## src/rtl/frame_pattern_sequencer.sv

```systemverilog
// frame_pattern_sequencer
//   Chooses which test pattern the paint mux draws. Steps to the next pattern
//   every HOLD_FRAMES frames, or on a debounced btn_next press; btn_pause
//   toggles auto-advance on and off. A new pattern only takes effect at the
//   start of vertical blanking, so a visible frame never mixes two patterns.
//
// Ports
//   clk_pix       pixel clock
//   rst_pix_n     synchronous active-low reset
//   sx, sy        screen position from the display timing generator
//   btn_next      raw advance button (asynchronous, active-high)
//   btn_pause     raw pause-toggle button (asynchronous, active-high)
//   pattern       selected pattern index
//   pattern_valid high once the first vblank after reset has been seen
//   switched      one-cycle pulse alongside each new pattern value
//   paused        auto-advance suspended
//   frame_cnt     frames shown of the current pattern
//
// state | meaning
// ------+-------------------------------------------------------------
// INIT  | waiting for the first vblank; pattern not yet valid
// RUN   | normal operation, no advance request outstanding
// ARMED | next press captured, advance at the coming vblank
module frame_pattern_sequencer #(
  parameter int CORDW       = 12,
  parameter int V_RES       = 720,
  parameter int PATTERNS    = 4,
  parameter int HOLD_FRAMES = 120,
  parameter int DEBOUNCE    = 16,
  localparam int PW = $clog2(PATTERNS),
  localparam int FW = (HOLD_FRAMES > 0) ? $clog2(HOLD_FRAMES + 1) : 1
) (
  input  logic             clk_pix,
  input  logic             rst_pix_n,
  input  logic [CORDW-1:0] sx,
  input  logic [CORDW-1:0] sy,
  input  logic             btn_next,
  input  logic             btn_pause,
  output logic [PW-1:0]    pattern,
  output logic             pattern_valid,
  output logic             switched,
  output logic             paused,
  output logic [FW-1:0]    frame_cnt
);

  localparam int CW = $clog2(DEBOUNCE);
  localparam logic [CW-1:0]    CNT_INIT  = CW'(DEBOUNCE - 1);
  localparam logic [CORDW-1:0] V_LINE    = CORDW'(V_RES);
  localparam logic [PW-1:0]    PAT_LAST  = PW'(PATTERNS - 1);
  localparam logic [FW-1:0]    HOLD_LAST = (HOLD_FRAMES > 0) ? FW'(HOLD_FRAMES - 1) : '0;
  localparam logic             HOLD_EN   = (HOLD_FRAMES != 0);

  typedef enum logic [1:0] {S_INIT, S_RUN, S_ARMED} state_t;

  // ---------------- button conditioning (bit 0 = next, bit 1 = pause) -----
  logic [1:0]    btn_raw;
  logic [1:0]    sync1, sync2;
  logic [1:0]    db_lvl;
  logic [1:0]    press;
  logic [CW-1:0] db_cnt [2];

  assign btn_raw = {btn_pause, btn_next};

  // Down-counter reloads whenever the synchronised level agrees with the
  // accepted level, so any glitch restarts the stability window.
  always_ff @(posedge clk_pix) begin
    if (!rst_pix_n) begin
      sync1  <= '0;
      sync2  <= '0;
      db_lvl <= '0;
      press  <= '0;
      for (int i = 0; i < 2; i++) db_cnt[i] <= CNT_INIT;
    end else begin
      sync1 <= btn_raw;
      sync2 <= sync1;
      press <= '0;
      for (int i = 0; i < 2; i++) begin
        if (sync2[i] == db_lvl[i]) begin
          db_cnt[i] <= CNT_INIT;
        end else if (db_cnt[i] == '0) begin
          db_cnt[i] <= CNT_INIT;
          db_lvl[i] <= sync2[i];
          press[i]  <= sync2[i];
        end else begin
          db_cnt[i] <= db_cnt[i] - CW'(1);
        end
      end
    end
  end

  logic next_press, pause_press;
  assign next_press  = press[0];
  assign pause_press = press[1];

  // ---------------- sequencing FSM ----------------------------------------
  state_t        state, state_n;
  logic [PW-1:0] pattern_n;
  logic          valid_n, switched_n, paused_n, pending, pending_n;
  logic [FW-1:0] frame_cnt_n;
  logic          vb, expire, adv;
  logic [PW-1:0] pat_inc;

  assign vb      = (sy == V_LINE) && (sx == '0);
  // Uses the registered paused value, so a pause press landing on vb does
  // not affect expiry at that same vb.
  assign expire  = HOLD_EN && !paused && (frame_cnt == HOLD_LAST);
  assign adv     = pending || next_press || expire;
  assign pat_inc = (pattern == PAT_LAST) ? '0 : pattern + PW'(1);

  always_comb begin
    state_n     = state;
    pattern_n   = pattern;
    valid_n     = pattern_valid;
    switched_n  = 1'b0;
    paused_n    = paused ^ pause_press;
    frame_cnt_n = frame_cnt;
    pending_n   = pending;
    case (state)
      S_INIT: begin
        if (vb) begin
          state_n     = S_RUN;
          valid_n     = 1'b1;
          frame_cnt_n = '0;
        end
      end
      S_RUN: begin
        if (vb) begin
          if (adv) begin
            pattern_n   = pat_inc;
            frame_cnt_n = '0;
            switched_n  = 1'b1;
          end else if (HOLD_EN && !paused) begin
            frame_cnt_n = frame_cnt + FW'(1);
          end
        end else if (next_press) begin
          pending_n = 1'b1;
          state_n   = S_ARMED;
        end
      end
      S_ARMED: begin
        // Extra presses while armed coalesce: at most one advance per vblank.
        if (vb) begin
          pattern_n   = pat_inc;
          frame_cnt_n = '0;
          switched_n  = 1'b1;
          pending_n   = 1'b0;
          state_n     = S_RUN;
        end
      end
      default: state_n = S_INIT;
    endcase
  end

  always_ff @(posedge clk_pix) begin
    if (!rst_pix_n) begin
      state         <= S_INIT;
      pattern       <= '0;
      pattern_valid <= 1'b0;
      switched      <= 1'b0;
      paused        <= 1'b0;
      frame_cnt     <= '0;
      pending       <= 1'b0;
    end else begin
      state         <= state_n;
      pattern       <= pattern_n;
      pattern_valid <= valid_n;
      switched      <= switched_n;
      paused        <= paused_n;
      frame_cnt     <= frame_cnt_n;
      pending       <= pending_n;
    end
  end

endmodule
```

## config.mk

```make
export PLATFORM = sky130hd
export DESIGN_NAME = frame_pattern_sequencer
export DESIGN_NICKNAME = d
export VERILOG_FILES = /design/src/rtl/frame_pattern_sequencer.sv
export SDC_FILE = /design/constraint.sdc
export NUM_CORES = 1
export LEC_CHECK = 0
export BUFFER_PORTS_ARGS = -buffer_cell sky130_fd_sc_hd__buf_2
export CAP_MARGIN = 10
export CELL_PAD_IN_SITES_DETAIL_PLACEMENT = 0
export CELL_PAD_IN_SITES_GLOBAL_PLACEMENT = 1
export CORE_MARGIN = 3
export CORE_UTILIZATION = 40
export CTS_BUF_LIST = sky130_fd_sc_hd__clkbuf_16
export CTS_CLUSTER_DIAMETER = 50
export DETAILED_ROUTE_END_ITERATION = 7
export PLACE_DENSITY = 0.78
export SLEW_MARGIN = 10
export SYNTH_ARGS = -nofsm -noshare
export SYNTH_HDL_FRONTEND = slang
export SYNTH_SLANG_ARGS = --single-unit
```

## constraint.sdc

```tcl
create_clock -name clk_pix -period 2.25 [get_ports clk_pix]
set_input_delay 0.45 -clock clk_pix [delete_from_list [all_inputs] [get_ports clk_pix]]
set_output_delay 0.45 -clock clk_pix [all_outputs]
set_load 0.005 [all_outputs]
```

# Word level (Yosys, flattened, before mapping)
# Memory sizes are Yosys's and may differ from the RTL's.
# Index checks and enable logic that the tools add are counted.
[op_classes]
n_reduce_logical = 21
addsub = 4
n_eq_ne = 14
muxes = 51
bitwise = 12
[ops]
columns = ["op", "n"]
rows = [
  ["two-way mux 1 bit", 29],
  ["two-way mux 7 bit", 4],
  ["two-way mux 4 bit", 6],
  ["two-way mux 2 bit", 7],
  ["one-hot mux 7 bit (2 select lines)", 1],
  ["== test 12 x 10 -> 1 bit (second input constant)", 1],
  ["zero test 12 bit", 1],
  ["AND reduction 4 bit", 3],
  ["inequality test 2 bit (second input constant)", 5],
  ["zero test 4 bit", 2],
  ["one-hot mux 2 bit (2 select lines)", 2],
  ["subtractor 4 x 1 -> 4 bit (second input constant)", 2],
  ["adder 7 x 1 -> 7 bit (second input constant)", 1],
  ["== test 7 bit (second input constant)", 1],
  ["bitwise OR 1 bit", 6],
  ["AND reduction 2 bit", 3],
  ["OR reduction 3 bit", 2],
  ["inverter 1 bit", 5],
  ["== test 2 bit (second input constant)", 2],
  ["one-hot mux 1 bit (2 select lines)", 2],
  ["nonzero test 2 bit", 2],
  ["inequality test 3 bit (second input constant)", 1],
  ["AND reduction 3 bit", 1],
  ["adder 2 x 1 -> 2 bit (second input constant)", 1],
  ["9 further kinds", 12],
]
[totals]
wordCells = 116
ram_bits = 8
output_inout_bits = 12
regBits = 23
memories = 1
[memory_table]
columns = ["memory", "depth", "width", "read_ports", "rd_ports_with_merged_regs", "write_ports", "line", "text"]
rows = [
  ["db_cnt", 2, 4, 2, 0, 2, "60", "logic [CW-1:0] db_cnt [2];"],
]

# Depth between registers and ports, before layout
# Gate-level depths: netlist (run 1).
[depth]
depth_word = 7
depth_mapped = 7
mapped_depth_nobuf = 6

# Worst setup path before layout (run 1)
# OpenSTA, ideal clock, no wires.
[synth_path]
kind = "register -> register"
startpoint = "reg state[0]"
endpoint = "reg frame_cnt[5]"
path_slack_ns = 0.372
setup_ns = 0.092
required_time_ns = 2.158
stages_incl_launch_ff = 7
arrival_time_ns = 1.785
cell_sequence = "dfxtp_1 > inv_1 > ha_1 > or4_4 > a21oi_4 > nand3_4 > o32ai_1"
[synth_between]
elab_chain_cells = 4
elab_cells_between_ends = 10
[synth_lines]
columns = ["element", "line", "text"]
rows = [
  ["from (decl)", "96", "state_t state, state_n;"],
  ["from (signal assigned)", "164", "state <= state_n;"],
  ["== test 2 bit or zero test 2 bit (tied branches)", "118", "case (state)"],
  ["OR reduction 2 bit (no line)", "-", ""],
  ["inequality test 2 x 1 -> 1 bit (no line) or nonzero test 2 bit (tied branches)", "-", ""],
  ["AND reduction 4 bit (no line)", "-", ""],
  ["to (signal assigned)", "169", "frame_cnt <= frame_cnt_n;"],
  ["to (decl)", "43", "output logic [FW-1:0] frame_cnt"],
]
# Several ways; a longest one is shown, not always the timed one.
# A chain may end at the register's enable or synchronous reset.

# Worst setup path in the final report (run 1)
[layout_path]
startpoint = "reg state[0]"
endpoint = "reg frame_cnt[6]"
# The elaborated chain is that of the path after synthesis.

==> flow_summary.json, run 1 <==
{
  "final_nets": 278,
  "ctsHoldBuffers": 0,
  "final_common_cell": "buf_2",
  "htree_levels": 2,
  "clockBufferDepth": 2,
  "grt_pass1_vias": 1405,
  "power_density_nw_per_um2": 587,
  "dp_hpwl_um": 2800,
  "max_cap_violations": 0,
  "status": "completed",
  "r2r-end": "frame_cnt[6]$_SDFFE_PN0P_",
  "crit_type": "reg -> reg",
  "finalMaxSlewViolations": 0,
  "p_leak_nw": 0.863,
  "required_ps": 2430,
  "drive_gt1_share_pct": 24.5,
  "finalSetupViolations": 0,
  "design.core.area_um2": 4120,
  "synth_top_area_share_pct": 26.2,
  "synth_cell_types": 45,
  "stdcell_area_um2": 2180,
  "wl_per_cell_um": 12.8,
  "die_area_um2": 5230,
  "grt_first_pass_wirelength_um": 6200,
  "rsz0062_at_grt": "false",
  "async_flop_share_pct": 0,
  "worstMarginPinSlew_ps": 523,
  "fmax_mhz": 483,
  "drt-total-wl_um": 3740,
  "die_w_um": 72.3,
  "dp_cells": 283,
  "r2r-start": "state[0]$_SDFFE_PN0P_",
  "min_from": "btn_pause",
  "antennaDiodeCount": 0,
  "slew_headroom_pct": 65.1,
  "rows": 23,
  "vias_per_cell": 5.33,
  "startpoint_type": "register",
  "clock_sinks": 31,
  "setup.worst_path.end_class": "register",
  "cts_setup_buffers": 0,
  "cts_tree": "done",
  "area_growth_pct": 23.8,
  "stdcell_count": 291,
  "drc": 0,
  "numCtsBuffers": 5,
  "fin_skew_ps": 6.01,
  "ir_drop_uv": 321,
  "clk_pin_slew_ps": 50,
  "period_share_pct": 92.0,
  "antenna_found_initial": 0,
  "ant_nets": 0,
  "synth_area_um2": 1760,
  "drt_pass1_iterations": 4,
  "die_h_um": 72.3,
  "ys_ff_latch": 31,
  "grt_max_degree": 28,
  "hold_viol": 0,
  "gp_congestion": 0.750,
  "synth_edf_count": 8,
  "min_to": "sync1[1]$_SDFF_PN0_",
  "synth.largest_area_cell": "dfxtp_1",
  "avgSynthCellArea_um2": 9.25,
  "min_path_cells": 2,
  "synth_warnings": 0,
  "reg2reg_slack_ps": 180,
  "root_buffer": "clkbuf_16",
  "port_buffers": 39,
  "synthCells": 190,
  "synthTopCellsByArea": "dfxtp_1 26%, edfxtp_1 14%, ha_1 7.1%, nand2_1 5.3%, nor4_1 3.2%",
  "overflow": 0,
  "dr.first_iter.drc_count": 118,
  "clk_latency_ps": 280,
  "io_pins": 40,
  "vias": 1552,
  "r2r_cells": 6,
  "placed_cell_area_um2": 2040,
  "synth-main-ff-cell": "dfxtp_1",
  "ctsResizeCount": 0,
  "ys_seq_area_share_pct": 39.9,
  "fin_tns_setup_ps": 0,
  "start_util_pct": 42.7,
  "layout_common_cells": "39 x buf_2, 25 x nand2_1, 23 x dfxtp_1",
  "hp-class": "in -> reg",
  "cp.arrival_ps": 2250,
  "fin_crit_ps": 2070,
  "track_usage_pct": 15.1,
  "cp_max_fo": 7
}
state kept, by name, indices dropped and copies added (netlist names):
name / flops
press: 2
frame_cnt: 7
db_lvl: 2
db_cnt: 8
state: 2
sync1: 2
pattern_valid: 1
pattern: 2
sync2: 2
switched: 1
paused: 1
pending: 1
report_power, final:
| part | total, W | switching [W] | internal (W) |
|---|---|---|---|
| combinational | 0.0000646 | 0.0000348 | 0.0000297 |
| sequential | 0.000582 | 0.00000403 | 0.000578 |
| clock | 0.000631 | 0.000233 | 0.000399 |
synth_stat cells, drive strengths merged (6+ instances only):
master   n
dfxtp   23
nand3    8
a211oi   6
o21ai    6
inv     11
nand2   25
edfxtp   8
ha      10
nor2     9
nor4     9
how the worst max path moves through the flow:
stage	cells past startpoint	slack [ps]	from	to
floorplan	6	370	state[0]$_SDFFE_PN0P_	frame_cnt[5]$_SDFFE_PN0P_
global placement	6	260	state[0]$_SDFFE_PN0P_	frame_cnt[5]$_SDFFE_PN0P_
detailed placement	6	210	state[0]$_SDFFE_PN0P_	frame_cnt[6]$_SDFFE_PN0P_
CTS	6	170	state[0]$_SDFFE_PN0P_	frame_cnt[6]$_SDFFE_PN0P_
global route	6	60	state[0]$_SDFFE_PN0P_	frame_cnt[5]$_SDFFE_PN0P_
finish	6	180	state[0]$_SDFFE_PN0P_	frame_cnt[6]$_SDFFE_PN0P_
through the flow:
stage | setup slack [ps] | util (%) | hold WS [ps] | power [W]
finish | 179 | 52.9 | 375 | 0.00128
global route | 63.4 | 52.9 | 395 | 0.00132
CTS | 167 | 52.9 | 373 | 0.00130
detailed placement | 207 | 49.5 | 419 | 0.000658
global placement | 261 | 49.5 | 415 | 0.000657
floorplan | 372 | - | 412 | 0.000622
layer usage:
metal  wire, um  share of wire, %  vias to the layer above  GRT usage (%)
met5          0                 0                        -              0
met4         53               1.4                        0           6.89
met3        149               4.0                        5           3.46
met2       1770                47                       32           23.9
met1       1770                47                      713           19.6
li1           -                 -                      802              -
kinds of logic after synthesis:
group | share of synthesized area, %
adder cells (fa/ha/maj) | 7.12
other | 0.213
AND/OR/NAND/NOR | 31.8
flip-flops | 39.9
multiplexers | 1.71
AO/OA/AOI/OAI | 12.4
XOR/XNOR | 3.49
buffers and inverters | 3.42
area by class of cell:
| type | instances | area (um2) |
|---|---|---|
| flip-flops and latches | 31 | 701 |
| fillers | 403 | 1940 |
| clock inverters | 3 | 12.5 |
| clock buffers | 5 | 125 |
| well taps | 50 | 62.6 |
| multi-input cells | 150 | 1020 |
| inverters | 11 | 41.3 |
| repair buffers | 41 | 210 |
critical path: stages (launching register included):
cell and delay (ps):
dfxtp_1 400, inv_1 80, ha_1 280, or4_4 550, a21oi_4 240, nand3_4 140
o32ai_1 280
No activity file was read; power rests on OpenSTA's default activity.
==> run 2: changes to the inputs <==
==> constraint.sdc (replaced) <==
create_clock -name clk_pix -period 2.25 [get_ports clk_pix]
set_input_delay 0.1125 -clock clk_pix [delete_from_list [all_inputs] [get_ports clk_pix]]
set_output_delay 0.1125 -clock clk_pix [all_outputs]
set_load 0.005 [all_outputs]
==> run 2 against run 1 <==
  * Sequential power hardly changed
  * Wire length fell by 0.99%
  * Critical path depth unchanged
  * Clock skew down 1.2 ps
  * Register-to-register slack about the same
  * Fmax increased by 0.63%
  * Power about the same
  * Critical path type unchanged
  * Largest cell class unchanged
  * Highest routed layer unchanged
==> flow_summary.json, run 2 (same netlist as run 1, synthesis figures left out) <==
{
  "rows": 23,
  "antenna_found_initial": 0,
  "worst-path-stages": 6,
  "clock_sinks": 31,
  "final_nets": 277,
  "utilization_pct": 52.8,
  "max_cap_violations": 0,
  "io_pins": 40,
  "hp-class": "in -> reg",
  "largest_reg_flops": 8,
  "seq_area_um2": 701,
  "finalMaxSlewViolations": 0,
  "cp_max_fo": 7,
  "clock_power_share_pct": 49.3,
  "dr.first_iter.drc_count": 76,
  "wl_per_cell_um": 12.8,
  "final_common_cell": "buf_2",
  "clockBufferDepth": 2,
  "numCtsBuffers": 5,
  "grt_pass1_vias": 1421,
  "fin_tns_setup_ps": 0,
  "cpLargestDelayFamily": "simple AND/OR/NAND/NOR gates",
  "cts_tree": "done",
  "die_w_um": 72.3,
  "area_growth_pct": 23.5,
  "multiInputGateArea_um2": 1020,
  "design.core.area_um2": 4120,
  "period_share_pct": 91.5,
  "htree_levels": 2,
  "die_area_um2": 5230,
  "drc": 0,
  "grt_max_degree": 28,
  "ctsResizeCount": 0,
  "p_sw_w": 0.000267,
  "drt-total-wl_um": 3700,
  "drive_gt1_share_pct": 25.0,
  "dpl_worst_slack_ps": 220,
  "crit_chain": "inv_1 > ha_1 > or4_4 > a21oi_4 > nand3_4 > o32ai_1",
  "setup.worst_path.end_class": "register",
  "seqPwrFrac_pct": 45.6,
  "fmax_mhz": 486,
  "required_ps": 2430,
  "path_buf_inv": 1,
  "die_h_um": 72.3,
  "worst_slack_ps": 192,
  "intPower_w": 0.00101,
  "power_density_nw_per_um2": 588,
  "startpoint_type": "register",
  "ant_nets": 0,
  "clk_pin_slew_ps": 50,
  "status": "completed",
  "cts_setup_buffers": 0,
  "clk_latency_ps": 270,
  "fill_cells": 401,
  "timing.hold.ws_ps": 44.1,
  "start_util_pct": 42.7,
  "largestRegisters": "db_cnt (8), frame_cnt (7)",
  "gp_congestion": 0.746,
  "cp.arrival_ps": 2240,
  "vias": 1529,
  "finalSetupViolations": 0,
  "ir_drop_uv": 477,
  "antennaDiodeCount": 0,
  "p_comb_share_pct": 5.1,
  "track_usage_pct": 15.2,
  "grt_first_pass_wirelength_um": 6280,
  "power.total_w": 0.00128,
  "rsz0062_at_grt": "false",
  "layout_common_cells": "39 x buf_2, 25 x nand2_1, 23 x dfxtp_1",
  "crit_type": "reg -> reg",
  "hold_viol": 0,
  "fin_skew_ps": 4.77,
  "cp_slowest_cell": "or4_4",
  "min_path_cells": 2,
  "overflow": 0,
  "port_buffers": 39,
  "dp_hpwl_um": 2800,
  "regMostFlops": "db_cnt",
  "vias_per_cell": 5.27,
  "fin_crit_ps": 2060,
  "switching_share_pct": 20.9,
  "cpPeakStageDelay_ps": 550,
  "drt_pass1_iterations": 4,
  "ctsHoldBuffers": 0,
  "r2r_cells": 6,
  "root_buffer": "clkbuf_16",
  "p_leak_nw": 0.860
}
run 2: cell types whose count changed in the layout (fill, tap and decap cells not counted):
cell      delta
inv_1        -1
clkinv_1     -1
clkinv_2     +2
buf_4        -1
run 2: final timing paths:
kind	start	endpoint	slack, ps
hold / removal	btn_pause	sync1[1]$_SDFF_PN0_	40
hold reg to reg	sync1[0]$_SDFF_PN0_	sync2[0]$_SDFF_PN0_	430
setup / recovery	state[0]$_SDFFE_PN0P_	frame_cnt[5]$_SDFFE_PN0P_	190
setup reg to reg	state[0]$_SDFFE_PN0P_	frame_cnt[5]$_SDFFE_PN0P_	190
run 2: per-layer routing:
metal	up-vias	routed length (um)	track usage (%)
met5	-	0	0
met3	7	115	3.88
met2	19	1690	23.2
li1	805	-	-
met4	0	40	4.38
met1	698	1850	21.2
run 2: stage by stage:
step	cell area [um2]	instances
after floorplan	1780	197
after global placement	2030	282
after detailed placement	2030	282
after CTS	2170	290
after global routing	2170	290
final	2170	290
run 2: final cells by class:
type	count	share of cell area [%]
timing repair buffer	40	9.34
inverter	11	1.90
sequential	31	32.3
clock inverter	3	0.692
multi-input combinational	150	47.1
clock buffer	5	5.76
tap	50	2.88
run 2: power groups by stage:
stage	Clock (W)	Sequential, W	Combinational, W
finish	0.000630	0.000582	0.0000652
global route	0.000669	0.000582	0.0000742
CTS	0.000647	0.000581	0.0000652
detailed placement	0	0.000593	0.0000649
global placement	0	0.000593	0.0000641
floorplan	0	0.000592	0.0000297
